### src/rtl/systolic_array_pkg.sv
// Shared types for the systolic-array scratchpad slice.
//
// Contents:
//   WORD_W      - scratchpad word width in bits
//   word_t      - one scratchpad word / word address
//   arb_state_t - scratchpad arbiter phase: IDLE, ACCESS, RESP
package systolic_array_pkg;

    localparam int WORD_W = 32;

    typedef logic [WORD_W-1:0] word_t;

    typedef enum logic [1:0] {
        IDLE   = 2'd0,
        ACCESS = 2'd1,
        RESP   = 2'd2
    } arb_state_t;

endpackage

### src/rtl/scratchpad_arbiter_rr_picker.sv
// rr_picker: combinational round-robin first-set-bit finder.
//
// Scans the request vector starting one position after the round-robin
// pointer and wrapping modulo NREQ. It returns the first requester found.
//
// Ports:
//   i_req      - per-requester request bits
//   i_rr_ptr   - index of the most recently served requester
//   o_idx      - index of the winning requester (0 when none)
//   o_valid    - high when at least one request bit is set
module rr_picker #(
    parameter int NREQ = 4,
    parameter int IDXW = 2
) (
    input  logic [NREQ-1:0] i_req,
    input  logic [IDXW-1:0] i_rr_ptr,
    output logic [IDXW-1:0] o_idx,
    output logic            o_valid
);

    // The loop walks from the farthest candidate back to the nearest one.
    // The last hit therefore lands on the requester closest after i_rr_ptr,
    // which avoids a loop break or a priority chain.
    always_comb begin
        o_idx   = '0;
        o_valid = 1'b0;
        for (int k = NREQ; k >= 1; k--) begin
            if (i_req[(int'(i_rr_ptr) + k) % NREQ]) begin
                o_idx   = IDXW'((int'(i_rr_ptr) + k) % NREQ);
                o_valid = 1'b1;
            end
        end
    end

endmodule

### src/rtl/scratchpad_arbiter.sv
// scratchpad_arbiter: shares the single-port scratchpad between NREQ
// requesters. Requester 0 is the host. The others are the operand fetcher,
// the weight fetcher and the output writeback.
//
// Operation:
//   IDLE   - pick a winner and latch its command
//   ACCESS - drive the scratchpad strobe until sc_ready or a watchdog abort
//   RESP   - emit a one-cycle done pulse (with err) to the winner
//
// Ports:
//   clk, n_rst              - clock, asynchronous active-low reset
//   req/req_we              - per-requester level request and write flag
//   req_addr/req_wdata      - per-requester address and write data
//   grant                   - one-hot, high for the owner's whole ACCESS phase
//   done, err, rdata        - one-cycle completion, abort flag, read data
//   sc_read_en/sc_write_en  - scratchpad strobes
//   sc_addr/sc_wdata        - latched address and write data
//   sc_rdata/sc_ready       - scratchpad read data and completion
module scratchpad_arbiter
    import systolic_array_pkg::*;
#(
    parameter int NREQ      = 4,
    parameter int HOST_PRIO = 1,
    parameter int TIMEOUT   = 255
) (
    input  logic                         clk,
    input  logic                         n_rst,
    input  logic [NREQ-1:0]              req,
    input  logic [NREQ-1:0]              req_we,
    input  logic [NREQ-1:0][WORD_W-1:0]  req_addr,
    input  logic [NREQ-1:0][WORD_W-1:0]  req_wdata,
    output logic [NREQ-1:0]              grant,
    output logic [NREQ-1:0]              done,
    output logic                         err,
    output logic [WORD_W-1:0]            rdata,
    output logic                         sc_read_en,
    output logic                         sc_write_en,
    output logic [WORD_W-1:0]            sc_addr,
    output logic [WORD_W-1:0]            sc_wdata,
    input  logic [WORD_W-1:0]            sc_rdata,
    input  logic                         sc_ready
);

    localparam int IDXW  = (NREQ > 1) ? $clog2(NREQ) : 1;
    localparam int CNT_W = (TIMEOUT < 2) ? 1 : $clog2(TIMEOUT + 1);
    localparam logic [CNT_W-1:0] TO_LAST  = CNT_W'(TIMEOUT - 1);
    localparam logic [IDXW-1:0]  PTR_INIT = IDXW'(NREQ - 1);

    arb_state_t        r_state;
    logic [IDXW-1:0]   r_idx;
    logic              r_we;
    word_t             r_addr;
    word_t             r_wdata;
    logic [IDXW-1:0]   r_rr_ptr;
    logic              r_host_ovr;
    logic [CNT_W-1:0]  r_cnt;
    logic              r_err;
    word_t             r_rdata;

    logic [IDXW-1:0]   w_rr_idx;
    logic              w_rr_valid;
    logic              w_host_pick;
    logic [IDXW-1:0]   w_pick_idx;

    rr_picker #(
        .NREQ (NREQ),
        .IDXW (IDXW)
    ) u_rr_picker (
        .i_req    (req),
        .i_rr_ptr (r_rr_ptr),
        .o_idx    (w_rr_idx),
        .o_valid  (w_rr_valid)
    );

    // The host override bypasses the round-robin result. It is remembered
    // (r_host_ovr) so that host traffic leaves the fairness pointer alone.
    assign w_host_pick = (HOST_PRIO != 0) && req[0];
    assign w_pick_idx  = w_host_pick ? '0 : w_rr_idx;

    always_ff @(posedge clk or negedge n_rst) begin
        if (!n_rst) begin
            r_state    <= IDLE;
            r_idx      <= '0;
            r_we       <= 1'b0;
            r_addr     <= '0;
            r_wdata    <= '0;
            r_rr_ptr   <= PTR_INIT;
            r_host_ovr <= 1'b0;
            r_cnt      <= '0;
            r_err      <= 1'b0;
            r_rdata    <= '0;
        end else begin
            case (r_state)
                IDLE: begin
                    r_cnt <= '0;
                    if (w_rr_valid) begin
                        r_idx      <= w_pick_idx;
                        r_we       <= req_we[w_pick_idx];
                        r_addr     <= req_addr[w_pick_idx];
                        r_wdata    <= req_wdata[w_pick_idx];
                        r_host_ovr <= w_host_pick;
                        r_state    <= ACCESS;
                    end
                end
                ACCESS: begin
                    r_cnt <= r_cnt + 1'b1;
                    // A same-cycle sc_ready beats the watchdog.
                    if (sc_ready) begin
                        r_rdata <= sc_rdata;
                        r_err   <= 1'b0;
                        r_state <= RESP;
                    end else if ((TIMEOUT != 0) && (r_cnt == TO_LAST)) begin
                        r_rdata <= '0;
                        r_err   <= 1'b1;
                        r_state <= RESP;
                    end
                end
                RESP: begin
                    if (!r_host_ovr) begin
                        r_rr_ptr <= r_idx;
                    end
                    r_cnt   <= '0;
                    r_state <= IDLE;
                end
                default: begin
                    r_state <= IDLE;
                end
            endcase
        end
    end

    // Every output is decoded from registered state only. There is no
    // combinational path from req to grant. Reset clears the strobes at once.
    always_comb begin
        grant = '0;
        done  = '0;
        if (r_state == ACCESS) begin
            grant[r_idx] = 1'b1;
        end
        if (r_state == RESP) begin
            done[r_idx] = 1'b1;
        end
    end

    assign err         = (r_state == RESP) && r_err;
    assign rdata       = r_rdata;
    assign sc_read_en  = (r_state == ACCESS) && !r_we;
    assign sc_write_en = (r_state == ACCESS) && r_we;
    assign sc_addr     = r_addr;
    assign sc_wdata    = r_wdata;

endmodule

### config.mk
export PLATFORM = sky130hd
export DESIGN_NAME = scratchpad_arbiter
export DESIGN_NICKNAME = d
export VERILOG_FILES = /design/src/rtl/systolic_array_pkg.sv /design/src/rtl/scratchpad_arbiter_rr_picker.sv /design/src/rtl/scratchpad_arbiter.sv
export SDC_FILE = /design/constraint.sdc
export NUM_CORES = 1
export LEC_CHECK = 0
export ABC_AREA = 1
export CELL_PAD_IN_SITES_DETAIL_PLACEMENT = 2
export CELL_PAD_IN_SITES_GLOBAL_PLACEMENT = 2
export CORE_ASPECT_RATIO = 1.25
export CORE_MARGIN = 10
export CORE_UTILIZATION = 21
export DETAILED_ROUTE_END_ITERATION = 8
export GPL_ROUTABILITY_DRIVEN = 0
export PLACE_DENSITY = 0.95
export SYNTH_ARGS = -nofsm -noshare
export SYNTH_HDL_FRONTEND = slang
export SYNTH_SLANG_ARGS = --single-unit
### constraint.sdc
create_clock -name clk -period 4.5 [get_ports clk]
set_input_delay 0.45 -clock clk [delete_from_list [all_inputs] [get_ports clk]]
set_output_delay 0.45 -clock clk [all_outputs]
set_load 0.01 [all_outputs]
==> run summary <==
Status: complete, no violations
Mapped Cells: 1,144
Leading area contributor after synthesis: dfrtp_1
Mapped cell area: 7330 um^2
Syn nets: 1,445
Sum Neg Setup Slack: 0 ps
Final Power: 7.28 mW
Layout cell share with drive strength beyond 1: 3.80%
Synth cell count leaders: 407 x nand2_1, 239 x inv_1, 214 x nand3_1, 111 x dfrtp_1, 43 x o211ai_1
Worst r2r src: r_rr_ptr[0]
1st-iter DRT viols: 339
IO Count: 406
Critical Path RT: 4790 ps
Reg clk slew, reported paths: 60 ps
Row count: 76
Static leakage: 6.25 nW
Final ANT Viol Nets: 0
Final hold vios: 0
Avg Vias per Cell: 4.52
Pin count of the biggest net entering global routing: 99
Register-to-Register Path Depth: 13
Initial antenna violation count: 7
Synthesized area per cell: 6.41 um^2
Synth cell types: 31
Worst min path class: in -> async
Final Setup Violations: 0
CTS Buf Count: 17
#FFs+latches synth: 113
Max Freq: 285 MHz
Grt total ovfl: 0
Power Density: 590 nW/um^2
Longest Clk Path Bufs: 2
CTS resizes: 0
Core footprint: 34,500 um^2
Critical R2R Capture: sc_addr[15]
H-tree depth: 4
Detailed-route wire length: 41.0 mm
Final Max Tran Viols: 0
Placed Area: 11,700 um^2
Drt drc: 0
RSZ-0062 raised after global routing: no
Period utilization: 78.0%
Vias: 9,051
Max capacitance violation total: 0
Global-route wire length before repair: 62.5 mm
Post-DR wirelength/cell: 20.5 um
Final Critical Period: 3510 ps
Synth-to-Final Area Change: 68.2%
Register area share after synthesis: 38.6%
Number of fill cells: 4,042
Initial Util: 21.2%
Rel. slew slack: 28.4%
CP Max Fanout: 78
Top_reg_cell synth: dfrtp_1
Actual slew at the worst max-slew pin: 1070 ps
Clk Latency, worst-skew pair: 420 ps
Total GRT Usage: 18.6%
Dpl hpwl: 32.5 mm
Port buffer count: 405
Setup WS pre-CTS: 613 ps
CTS tree: yes
Vias in the first global route: 10,600
Smallest hold slack: 388 ps
Fin area: 12,300 um^2
Kind of critical path: reg -> reg
Peak supply drop: 231 uV
Worst reg2reg setup slack: 990 ps
Clock Sink Count: 113
Area contributors post-synth: dfrtp_1 38%, nand2_1 21%, nand3_1 15%, inv_1 12%, o211ai_1 4.4%
Critical path arrival: 3790 ps
Layout Cells excl Fill: 2,001
Root Driver: clkbuf_16
Setup bufs post-CTS: 0
Number of synthesized flops with an enable pin: 0
Top-count cell post-synth: nand2_1
Synth top area share: 37.9%
Final #Nets: 1,815
Fraction of registers with async set/reset: 100%
Yosys warns: 0
Worst setup SP type: flip-flop
Die footprint: 42,800 um^2
Fin util: 35.7%
Placed cell count: 1,962
Chip Height: 229 um
Crit end category: flip-flop
Worst setup margin: 992 ps
Clk_skew: 8.35 ps
DR pass1 iterations: 4
Die span in x: 187 um
per-layer routing:
metal	up-vias	track usage [%]	part of all wire [%]
met1	4454	18.4	36
met5	-	0	0.027
li1	4237	-	-
met2	278	34.8	53
met4	2	9.62	5.0
met3	80	5.07	5.8
layout by cell type (no fill, tap or decap), drive strengths merged:
cell and instances:
clkinv 7, nor2 15, inv 248, nor4 1, o32ai 1, dfstp 2
o211ai 43, clkbuf 18, nand3 215, diode 6, ha 2, nand2 411
dlygate4sd3 1, nor3 12, a21oi 8, buf 10, bufinv 1, dfrtp 111
clkinvlp 2, clkdlybuf4s50 404, a31oi 1, and2 1, o21ai 9, nand4 2
or2 2
how the worst max path moves through the flow:
stage	startpoint	endpoint	slack, ps
after floorplan	r_rr_ptr[0]	sc_wdata[0]	2520
after global placement	req[0]	sc_wdata[17]	850
after detailed placement	req[0]	sc_wdata[8]	610
after CTS	r_rr_ptr[0]	sc_wdata[8]	930
after global routing	r_rr_ptr[0]	sc_addr[16]	650
final	r_rr_ptr[0]	sc_addr[15]	990
power by group:
group / internal [mW] / switching (mW) / total [mW]
logic: 1.67 / 2.46 / 4.13
registers: 1.51 / 0.318 / 1.82
clock network: 0.781 / 0.549 / 1.33
total: 3.95 / 3.33 / 7.28
worst max-delay path, cell delays in order, from the launching register on:
cell,delay (ps)
dfstp_2,650
inv_4,90
nand2_1,90
nand3_1,120
nand2_1,90
inv_1,40
nand2_1,80
nand3_1,120
nand2_4,440
nand2_8,440
inv_2,760
nand2_1,140
nand3_1,130
nand3_1,100
area by class of cell:
cell class	count	area [um^2]	area share (%)
Antenna cell	6	15.0	0.122
Clock buffer	18	439	3.56
Clock inverter	14	130	1.05
Inverter	244	918	7.44
Multi-Input combinational cell	723	3280	26.6
Sequential cell	113	2830	22.9
Tap cell	468	586	4.75
Timing Repair Buffer	415	4140	33.6
sequential cells by signal, indices dropped and copies added, names as in the netlist:
name,flops
r_idx,2
rdata,32
r_host_ovr,1
r_state,2
sc_wdata,32
r_rr_ptr,2
sc_addr,32
r_err,1
r_cnt,8
r_we,1
repair_timing:
item | CTS | global route
endpoints found under the hold margin | 2 | 0
hold buffers | 1 | 0
endpoints found under the setup margin | 0 | 0
kinds of logic (layout without fill, tap and decap cells):
kind of cell,after synthesis,in the layout,synth area share (%)
adder cells (fa/ha/maj),2,2,0.341
AND/OR/NAND/NOR,659,659,38.3
other,0,6,0
AO/OA/AOI/OAI,62,62,5.77
buffers and inverters,308,691,17.0
flip-flops,113,113,38.6
(Power assumes the default switching activity.)
